--- config.mk ---
export PLATFORM = sky130hd
export DESIGN_NAME = dram_write_arbiter_flat
export DESIGN_NICKNAME = d
export VERILOG_FILES = /design/src/rtl/dram_arb_pkg.sv /design/src/rtl/dram_write_arbiter_if.sv /design/src/rtl/rr_select.sv /design/src/rtl/dram_write_arbiter.sv /design/src/flat_wrapper.sv
export SDC_FILE = /design/constraint.sdc
export NUM_CORES = 1
export LEC_CHECK = 0
export ABC_AREA = 1
export CAP_MARGIN = 0
export CORE_AREA = 2 2 651 653
export CTS_CLUSTER_SIZE = 24
export DETAILED_ROUTE_END_ITERATION = 8
export DIE_AREA = 0 0 653 655
export PLACE_DENSITY = 0.3
export SYNTH_ARGS = -nofsm -noshare
export SYNTH_HDL_FRONTEND = slang
export SYNTH_SLANG_ARGS = --single-unit
export TNS_END_PERCENT = 30
--- constraint.sdc ---
create_clock -name m_axi_aclk -period 2.2 [get_ports m_axi_aclk]
set_input_delay 0.66 -clock m_axi_aclk [delete_from_list [all_inputs] [get_ports m_axi_aclk]]
set_output_delay 0.66 -clock m_axi_aclk [all_outputs]
set_load 0.02 [all_outputs]
--- src/rtl/dram_arb_pkg.sv ---
// Shared types and helpers for the DRAM write-command arbiter.
package dram_arb_pkg;

    // Arbiter command FSM states
    typedef enum logic [1:0] {
        IDLE,
        ISSUE,
        WAIT_BUSY,
        WAIT_DONE
    } arb_state_t;

    // AXI burst length field width (beats-1)
    localparam int LEN_WIDTH = 8;

    // Index width for n requesters, never narrower than one bit
    function automatic int idx_width(input int n);
        return (n <= 2) ? 1 : $clog2(n);
    endfunction

endpackage

--- src/rtl/dram_write_arbiter_if.sv ---
// Requester-side command bus plus the controller write-command port.
// The arbiter is the master; the requesters/controller environment is the slave.
interface dram_write_arbiter_if #(
    parameter int NUM_REQ         = 2,
    parameter int DRAM_ADDR_WIDTH = 39,
    parameter int DRAM_DATA_WIDTH = 512
);
    // Requester side (flattened, requester i at [i*W +: W])
    logic [NUM_REQ-1:0]                            req_valid;
    logic [NUM_REQ*DRAM_ADDR_WIDTH-1:0]            req_addr;
    logic [NUM_REQ*dram_arb_pkg::LEN_WIDTH-1:0]    req_len;
    logic [NUM_REQ*DRAM_DATA_WIDTH-1:0]            req_data;
    logic [NUM_REQ-1:0]                            req_ack;

    // Controller side
    logic [DRAM_ADDR_WIDTH-1:0]                    dram_write_addr;
    logic [dram_arb_pkg::LEN_WIDTH-1:0]            dram_write_len;
    logic [DRAM_DATA_WIDTH-1:0]                    dram_write_data;
    logic                                          dram_write_en;
    logic                                          dram_write_busy;

    modport master (
        input  req_valid, req_addr, req_len, req_data, dram_write_busy,
        output req_ack, dram_write_addr, dram_write_len, dram_write_data, dram_write_en
    );

    modport slave (
        output req_valid, req_addr, req_len, req_data, dram_write_busy,
        input  req_ack, dram_write_addr, dram_write_len, dram_write_data, dram_write_en
    );

endinterface

--- src/rtl/rr_select.sv ---
// Round-robin picker: first set request at or after rr_ptr, wrapping modulo NUM_REQ.
// Purely combinational; the pointer is owned by the caller so a read arbiter can reuse it.
module rr_select #(
    parameter int NUM_REQ   = 2,
    parameter int IDX_WIDTH = 1
) (
    input  logic [NUM_REQ-1:0]   req,
    input  logic [IDX_WIDTH-1:0] rr_ptr,
    output logic [IDX_WIDTH-1:0] grant,
    output logic                 any_valid
);

    // Requester index sitting at offset off from the pointer
    function automatic logic [IDX_WIDTH-1:0] wrap_add(input logic [IDX_WIDTH-1:0] p, input int off);
        int sum;
        sum = int'(p) + off;
        if (sum >= NUM_REQ) begin
            sum = sum - NUM_REQ;
        end
        return IDX_WIDTH'(sum);
    endfunction

    logic [NUM_REQ*IDX_WIDTH-1:0] cand_flat;
    logic [NUM_REQ-1:0]           hit;

    generate
        for (genvar gi = 0; gi < NUM_REQ; gi++) begin : g_cand
            assign cand_flat[gi*IDX_WIDTH +: IDX_WIDTH] = wrap_add(rr_ptr, gi);
            assign hit[gi] = req[cand_flat[gi*IDX_WIDTH +: IDX_WIDTH]];
        end
    endgenerate

    // Lowest offset from the pointer wins; scan downward so it is written last
    always_comb begin
        grant     = '0;
        any_valid = 1'b0;
        for (int k = NUM_REQ - 1; k >= 0; k--) begin
            if (hit[k]) begin
                grant     = cand_flat[k*IDX_WIDTH +: IDX_WIDTH];
                any_valid = 1'b1;
            end
        end
    end

endmodule

--- src/rtl/dram_write_arbiter.sv ---
// Shares the DRAM controller write-command port among NUM_REQ requesters,
// round-robin at command granularity with one command in flight at a time.
module dram_write_arbiter
    import dram_arb_pkg::*;
#(
    parameter int NUM_REQ         = 2,
    parameter int DRAM_ADDR_WIDTH = 39,
    parameter int DRAM_DATA_WIDTH = 512,
    parameter int BUSY_TIMEOUT    = 15
) (
    input  logic                             m_axi_aclk,
    input  logic                             reset,
    dram_write_arbiter_if.master             bus,
    output logic [idx_width(NUM_REQ)-1:0]    grant_id,
    output logic                             timeout_err
);

    localparam int IDX_WIDTH = idx_width(NUM_REQ);
    localparam int CNT_WIDTH = (BUSY_TIMEOUT < 1) ? 1 : $clog2(BUSY_TIMEOUT + 1);

    arb_state_t state_reg, state_next;

    logic [IDX_WIDTH-1:0]       rr_ptr_reg;
    logic [IDX_WIDTH-1:0]       grant_id_reg;
    logic [CNT_WIDTH-1:0]       cnt_reg;
    logic                       timeout_err_reg;
    logic [DRAM_ADDR_WIDTH-1:0] addr_reg;
    logic [LEN_WIDTH-1:0]       len_reg;
    logic [DRAM_DATA_WIDTH-1:0] data_reg;

    logic [IDX_WIDTH-1:0]       sel_grant;
    logic                       sel_valid;
    logic [CNT_WIDTH-1:0]       cnt_plus;
    logic                       load_cmd;
    logic                       cnt_clr;
    logic                       cnt_inc;
    logic                       set_err;
    logic [NUM_REQ-1:0]         ack_next;

    // Per-requester views of the flattened command fields
    logic [DRAM_ADDR_WIDTH-1:0] slot_addr [NUM_REQ];
    logic [LEN_WIDTH-1:0]       slot_len  [NUM_REQ];
    logic [DRAM_DATA_WIDTH-1:0] slot_data [NUM_REQ];

    generate
        for (genvar gi = 0; gi < NUM_REQ; gi++) begin : g_slot
            assign slot_addr[gi] = bus.req_addr[gi*DRAM_ADDR_WIDTH +: DRAM_ADDR_WIDTH];
            assign slot_len[gi]  = bus.req_len[gi*LEN_WIDTH +: LEN_WIDTH];
            assign slot_data[gi] = bus.req_data[gi*DRAM_DATA_WIDTH +: DRAM_DATA_WIDTH];
        end
    endgenerate

    rr_select #(
        .NUM_REQ   (NUM_REQ),
        .IDX_WIDTH (IDX_WIDTH)
    ) u_rr_select (
        .req       (bus.req_valid),
        .rr_ptr    (rr_ptr_reg),
        .grant     (sel_grant),
        .any_valid (sel_valid)
    );

    assign cnt_plus = cnt_reg + 1'b1;

    // FSM state register
    always_ff @(posedge m_axi_aclk) begin
        if (reset) begin
            state_reg <= IDLE;
        end else begin
            state_reg <= state_next;
        end
    end

    // Next-state and control strobes; a new grant waits for the controller to be free
    always_comb begin
        state_next = state_reg;
        load_cmd   = 1'b0;
        cnt_clr    = 1'b0;
        cnt_inc    = 1'b0;
        set_err    = 1'b0;
        ack_next   = '0;
        case (state_reg)
            IDLE: begin
                if (sel_valid && !bus.dram_write_busy) begin
                    load_cmd   = 1'b1;
                    state_next = ISSUE;
                end
            end
            ISSUE: begin
                ack_next[grant_id_reg] = 1'b1;
                cnt_clr    = 1'b1;
                state_next = WAIT_BUSY;
            end
            WAIT_BUSY: begin
                if (bus.dram_write_busy) begin
                    state_next = WAIT_DONE;
                end else if (cnt_plus == CNT_WIDTH'(BUSY_TIMEOUT)) begin
                    set_err    = 1'b1;
                    state_next = IDLE;
                end else begin
                    cnt_inc = 1'b1;
                end
            end
            WAIT_DONE: begin
                if (!bus.dram_write_busy) begin
                    state_next = IDLE;
                end
            end
            default: state_next = IDLE;
        endcase
    end

    // Command latch, pointer advance, busy-rise timeout counter and sticky error
    always_ff @(posedge m_axi_aclk) begin
        if (reset) begin
            rr_ptr_reg      <= '0;
            grant_id_reg    <= '0;
            cnt_reg         <= '0;
            timeout_err_reg <= 1'b0;
            addr_reg        <= '0;
            len_reg         <= '0;
            data_reg        <= '0;
        end else begin
            if (load_cmd) begin
                addr_reg     <= slot_addr[sel_grant];
                len_reg      <= slot_len[sel_grant];
                data_reg     <= slot_data[sel_grant];
                grant_id_reg <= sel_grant;
            end
            if (state_reg == ISSUE) begin
                rr_ptr_reg <= (grant_id_reg == IDX_WIDTH'(NUM_REQ - 1)) ? '0 : grant_id_reg + 1'b1;
            end
            if (cnt_clr) begin
                cnt_reg <= '0;
            end else if (cnt_inc) begin
                cnt_reg <= cnt_plus;
            end
            if (set_err) begin
                timeout_err_reg <= 1'b1;
            end
        end
    end

    assign bus.dram_write_en   = (state_reg == ISSUE);
    assign bus.req_ack         = ack_next;
    assign bus.dram_write_addr = addr_reg;
    assign bus.dram_write_len  = len_reg;
    assign bus.dram_write_data = data_reg;
    assign grant_id            = grant_id_reg;
    assign timeout_err         = timeout_err_reg;

endmodule
--- src/flat_wrapper.sv ---
// flat-port wrapper written by rule: the top's interface ports become plain ports
module dram_write_arbiter_flat import dram_arb_pkg::*;
#(
    parameter int NUM_REQ         = 2,
    parameter int DRAM_ADDR_WIDTH = 39,
    parameter int DRAM_DATA_WIDTH = 512,
    parameter int BUSY_TIMEOUT    = 15
)
  (m_axi_aclk, reset, grant_id, timeout_err, bus_req_valid, bus_req_addr, bus_req_len, bus_req_data, bus_dram_write_busy, bus_req_ack, bus_dram_write_addr, bus_dram_write_len, bus_dram_write_data, bus_dram_write_en);
  dram_write_arbiter_if #(.NUM_REQ(NUM_REQ), .DRAM_ADDR_WIDTH(DRAM_ADDR_WIDTH), .DRAM_DATA_WIDTH(DRAM_DATA_WIDTH)) bus_i ();
  input  logic m_axi_aclk;
  input  logic reset;
  output logic [idx_width(NUM_REQ)-1:0] grant_id;
  output logic timeout_err;
  input wire logic [$bits(bus_i.req_valid)-1:0] bus_req_valid;
  input wire logic [$bits(bus_i.req_addr)-1:0] bus_req_addr;
  input wire logic [$bits(bus_i.req_len)-1:0] bus_req_len;
  input wire logic [$bits(bus_i.req_data)-1:0] bus_req_data;
  input wire logic [$bits(bus_i.dram_write_busy)-1:0] bus_dram_write_busy;
  output wire logic [$bits(bus_i.req_ack)-1:0] bus_req_ack;
  output wire logic [$bits(bus_i.dram_write_addr)-1:0] bus_dram_write_addr;
  output wire logic [$bits(bus_i.dram_write_len)-1:0] bus_dram_write_len;
  output wire logic [$bits(bus_i.dram_write_data)-1:0] bus_dram_write_data;
  output wire logic [$bits(bus_i.dram_write_en)-1:0] bus_dram_write_en;
  assign bus_i.req_valid = bus_req_valid;
  assign bus_i.req_addr = bus_req_addr;
  assign bus_i.req_len = bus_req_len;
  assign bus_i.req_data = bus_req_data;
  assign bus_i.dram_write_busy = bus_dram_write_busy;
  assign bus_req_ack = bus_i.req_ack;
  assign bus_dram_write_addr = bus_i.dram_write_addr;
  assign bus_dram_write_len = bus_i.dram_write_len;
  assign bus_dram_write_data = bus_i.dram_write_data;
  assign bus_dram_write_en = bus_i.dram_write_en;
  dram_write_arbiter #(.NUM_REQ(NUM_REQ), .DRAM_ADDR_WIDTH(DRAM_ADDR_WIDTH), .DRAM_DATA_WIDTH(DRAM_DATA_WIDTH), .BUSY_TIMEOUT(BUSY_TIMEOUT)) u_core (.m_axi_aclk(m_axi_aclk), .reset(reset), .bus(bus_i), .grant_id(grant_id), .timeout_err(timeout_err));
endmodule
Word level (Yosys, flattened, before mapping)
Index checks and enable logic that the tools add are counted.
- flip-flop bits (word level): 568
- logic and storage cells: 71
- output and inout bits: 564
- bits of input ports: 1123
- $add $sub $neg: 5
- mux-type cells: 37
- bitwise logic cells: 1
- reductions and logical operators: 6
- magnitude comparators: 7
- eq/ne operators: 7
- operator list (operator ; number):
    512-bit 2-to-1 mux ; 3
    39-bit 2-to-1 mux ; 3
    8-bit 2-to-1 mux ; 3
    1-bit 2-to-1 mux ; 21
    2-bit 2-to-1 mux ; 5
    2-bit one-hot mux with 4 select lines ; 1
    1-bit by 2-bit less-than comparator with 1-bit output, second input constant ; 3
    4-bit by 1-bit adder with 4-bit output, second input constant ; 1
    2-bit equality test, second input constant ; 2
    4-bit equality test, second input constant ; 1
    2-bit >= comparator, second input constant ; 2
    3-bit by 2-bit != test with 1-bit output, second input constant ; 1
    3-bit AND reduction ; 1
    1-bit by 1-bit adder with 2-bit output, second input constant ; 1
    2-bit by 1-bit equality test with 1-bit output, second input constant ; 1
    1-bit by 2-bit >= comparator with 1-bit output, second input constant ; 1
    1-bit logical AND ; 2
    2-bit zero test ; 1
    2-bit by 1-bit != test with 1-bit output, second input constant ; 1
    2-bit != test, second input constant ; 1
    1-bit inverter with 2-bit output ; 1
    2-bit OR reduction ; 1
    1-bit subtractor, second input constant ; 2
    1-bit adder, second input constant ; 1
    3 further kinds ; 3

Logic depth before layout (Yosys ltp)
- word-level depth: 11
- depth in mapped cells: 11
- depth with buffers taken out: 10

Modules after synthesis
From an unflattened synthesis, not the netlist that was laid out.
- cells, all modules: 3744
- area total of the unflattened synthesis: 26091.3 um^2
- by module, submodules not included (module ; cells an instance ; sequential area each (um^2) ; area an instance (um^2) ; times used):
    dram_write_arbiter ; 3740 ; 11370.9 ; 26072.5 ; 1
    rr_select ; 4 ; 0.0 ; 18.8 ; 1

Worst setup path before layout
No wires, ideal clock.
- kind: input port to flip-flop
- start: input port bus_dram_write_busy
- end: register u_core.data_reg[1], in the netlist u_core.bus.dram_write_data[1]
- cell stages on the path: 11
- required time: 2.084 ns
- arrival time: 1.619 ns
- buffers on the path: 3
- path slack: 0.465 ns
- library setup time: 0.116 ns
- cells stage by stage: inv_1 -> o21ai_2 -> inv_2 -> nand2_2 -> inv_2 -> buf_8 -> buf_6 -> buf_6 -> nand3_1 -> o211ai_1 -> inv_1
- word-level cells in the longest chain between the ends: 4
- ends and longest elaborated chain (what ; RTL line ; source):
    from (decl) ; flat_wrapper.sv:19 ; input wire logic [$bits(bus_i.dram_write_busy)-1:0] bus_dram_write_busy;
    1-bit zero test ; dram_write_arbiter.sv:84 ; if (sel_valid && !bus.dram_write_busy) begin
    1-bit logical AND ; dram_write_arbiter.sv:84 ;
    1-bit 2-to-1 mux ; dram_write_arbiter.sv:84 ;
    1-bit 2-to-1 mux ; dram_write_arbiter.sv:82 ; case (state_reg)
    to (signal assigned) ; dram_write_arbiter.sv:127 ; data_reg <= slot_data[sel_grant];
    to (decl) ; dram_write_arbiter.sv:29 ; logic [DRAM_DATA_WIDTH-1:0] data_reg;
No other way between the ends.
A chain may end at the register's enable or synchronous reset.

Worst setup path after layout
- start: register u_core.state_reg[1]
- end: output port bus_req_ack[1]
- word-level cells in the longest chain between the ends: 2
- ends and longest elaborated chain (what ; RTL line ; source):
    from (decl) ; dram_write_arbiter.sv:21 ; arb_state_t state_reg, state_next;
    from (signal assigned) ; dram_write_arbiter.sv:70 ; state_reg <= state_next;
    2-bit by 1-bit equality test with 1-bit output ; dram_write_arbiter.sv:82 ;
    2-bit 2-to-1 mux ; dram_write_arbiter.sv:82 ;
    to (decl) ; flat_wrapper.sv:20 ; output wire logic [$bits(bus_i.req_ack)-1:0] bus_req_ack;
No other way between the ends.

==> flow_summary.json <==
{
  "syn_nets": 4867,
  "synth_area_per_cell_um2": 7.233,
  "root_buffer": "clkbuf_16",
  "crit_type": "flip-flop to primary output",
  "r2r_slack_ns": 0.15,
  "initial_utilization": 0.06419,
  "final_common_cell": "nand2_1",
  "timing.final.ws_setup_ns": -0.1676,
  "end_kind": "primary output",
  "layout_common_cells": "nand2_1, clkdlybuf4s50_1, inv_1, o211ai_1, nand3_1",
  "synth_top_cell_area_share": 0.4201,
  "clock_path_buffers": 4,
  "power_density_mw_per_mm2": 934.2,
  "dieWidth_um": 653,
  "vias": 34248,
  "holdWs_ns": 0.4722,
  "wl_um": 307200,
  "rsz0062_at_grt": "yes",
  "dp_hpwl_um": 271000,
  "final_util": 0.1255,
  "viasPerCell": 3.077,
  "relSlewSlack": 0.6264,
  "area_growth_pct": 95.47,
  "cts_tree": "built",
  "peakVddDrop_v": 0.0005409,
  "cp_max_fo": 4,
  "cts.clk_slew.worst_paths_ns": 0.06,
  "synthTopCellsByArea": "dfxtp_1, nand2_1, o211ai_1",
  "io_buffers": 1686,
  "worst_pin_slew_ns": 0.5603,
  "violations": "negative setup slack",
  "maxCapViolations": 0,
  "clock_sinks": 568,
  "finalSetupViolCount": 3,
  "drive_gt1_frac": 0.1884,
  "min_period_ns": 2.368,
  "fp.dieH_um": 655,
  "power.total_mw": 49.42,
  "gr-total-overflow": 0,
  "status": "complete, but fails checks",
  "dieArea_mm2": 0.4277,
  "grt_max_degree": 79,
  "yosysUniqueCellTypes": 26,
  "fmax_mhz": 422.4,
  "final_hold_viol_count": 0,
  "cts.htree.levels": 3,
  "p_leak_nw": 23.43,
  "post-route-period-util": 1.076,
  "syn_inst": 3742,
  "synth_area_mm2": 0.02707,
  "worstPathRequired_ns": 1.54,
  "largest_reg_flops": 512,
  "drv_slew": 0,
  "grtUsageTotal": 0.1372,
  "gp_congestion": 0.9053,
  "drtPass1Iterations": 6,
  "crit_arrival_ns": 1.71,
  "ys_seq_area_frac": 0.4201,
  "netlist.top_cell.by_area": "dfxtp_1",
  "fin_nets": 6599,
  "ys_warn_count": 0,
  "wl_per_cell_um": 27.59,
  "ant_nets": 0,
  "final.setup_skew_ns": 0.08879,
  "antenna_found_initial": 245,
  "grt_pass1_vias": 33886,
  "clk-insertion-delay-late_ns": 0.86,
  "io_pins": 1687,
  "synth-seq-cells": 568,
  "core_area_mm2": 0.4216,
  "detail_route.iter0.violations": 2138,
  "drcViolationCount": 0,
  "grt_pass1_wl_um": 381300,
  "crit_path_start_kind": "flip-flop",
  "hold_class": "flip-flop to flip-flop",
  "rows": 239,
  "cts_inserted_buffers": 90
}
==> worst max-delay path, cell delays in order, from the launching register on <==
cell and delay, ns:
dfxtp_2 0.33, inv_2 0.07, nand2_4 0.05, buf_6 0.12, nor2_4 0.12, buf_12 0.14
==> synthesized netlist by cell type, drive strengths merged <==
cell type and count:
clkbuf 73, nand4 1, nor2 8, a211oi 1
nand3 566, dfxtp 568, nor3 1, ha 2
o211ai 559, nand2 1134, a21oi 10, buf 236
o21ai 4, nand3b 1, inv 578
==> cell families after synthesis <==
group / after synthesis / synth area share
flip-flops: 568 / 0.4201
buffers and inverters: 887 / 0.1476
AND/OR/NAND/NOR: 1711 / 0.2727
AO/OA/AOI/OAI: 574 / 0.1586
adder cells (fa/ha/maj): 2 / 0.0009244
==> per-stage QoR <==
stage                     cell area, um2  setup WS (ns)  cells  TNS, ns
after floorplan                    27070         0.4647   3742        0
after global placement             51670        -0.8424  10919  -327.25
after detailed placement           51670        -0.8515  10919  -334.12
after CTS                          53660        -0.2870  11077   -24.01
after global routing               52800        -0.2531  11090  -0.7177
final                              52910        -0.1676  11132  -0.4658
==> repair_timing <==
item | in CTS | in global routing
endpoints found under the setup margin | 527 | 344
resized for setup | 1328 | 587
pin swaps | 2 | 1
hold buffers | 0 | 0
buffers inserted | 4 | 2
==> layer usage <==
| metal | up-vias | track usage | part of all wire |
|---|---|---|---|
| li1 | 15815 | - | - |
| met1 | 16156 | 0.1625 | 0.40 |
| met2 | 1585 | 0.2260 | 0.46 |
| met3 | 532 | 0.06634 | 0.11 |
| met4 | 160 | 0.02243 | 0.022 |
| met5 | - | 0 | 0.0034 |
==> final timing paths <==
path | from | end | depth (start not counted)
max reg2reg | u_core.state_reg[1] | u_core.bus.dram_write_data[257] | 9
min reg2reg | u_core.timeout_err | u_core.timeout_err | 2
max | u_core.state_reg[1] | bus_req_ack[1] | 5
min | u_core.timeout_err | u_core.timeout_err | 2
==> report_power, final <==
part           switching, mW  internal, mW  total, mW
Clock                   6.15          9.12       15.3
Combinational           12.4          7.27       19.6
Sequential              1.84          12.7       14.5
==> cell type report <==
type,count,area (um2)
sequential,568,11490
multi-input combinational,2287,11720
fill,48806,368700
clock inverter,23,380.4
clock buffer,131,2606
tap,5543,6935
timing repair buffer,1949,17450
inverter,578,2201
antenna,53,132.6
Note: power is estimated with default switching activity, not from simulation.
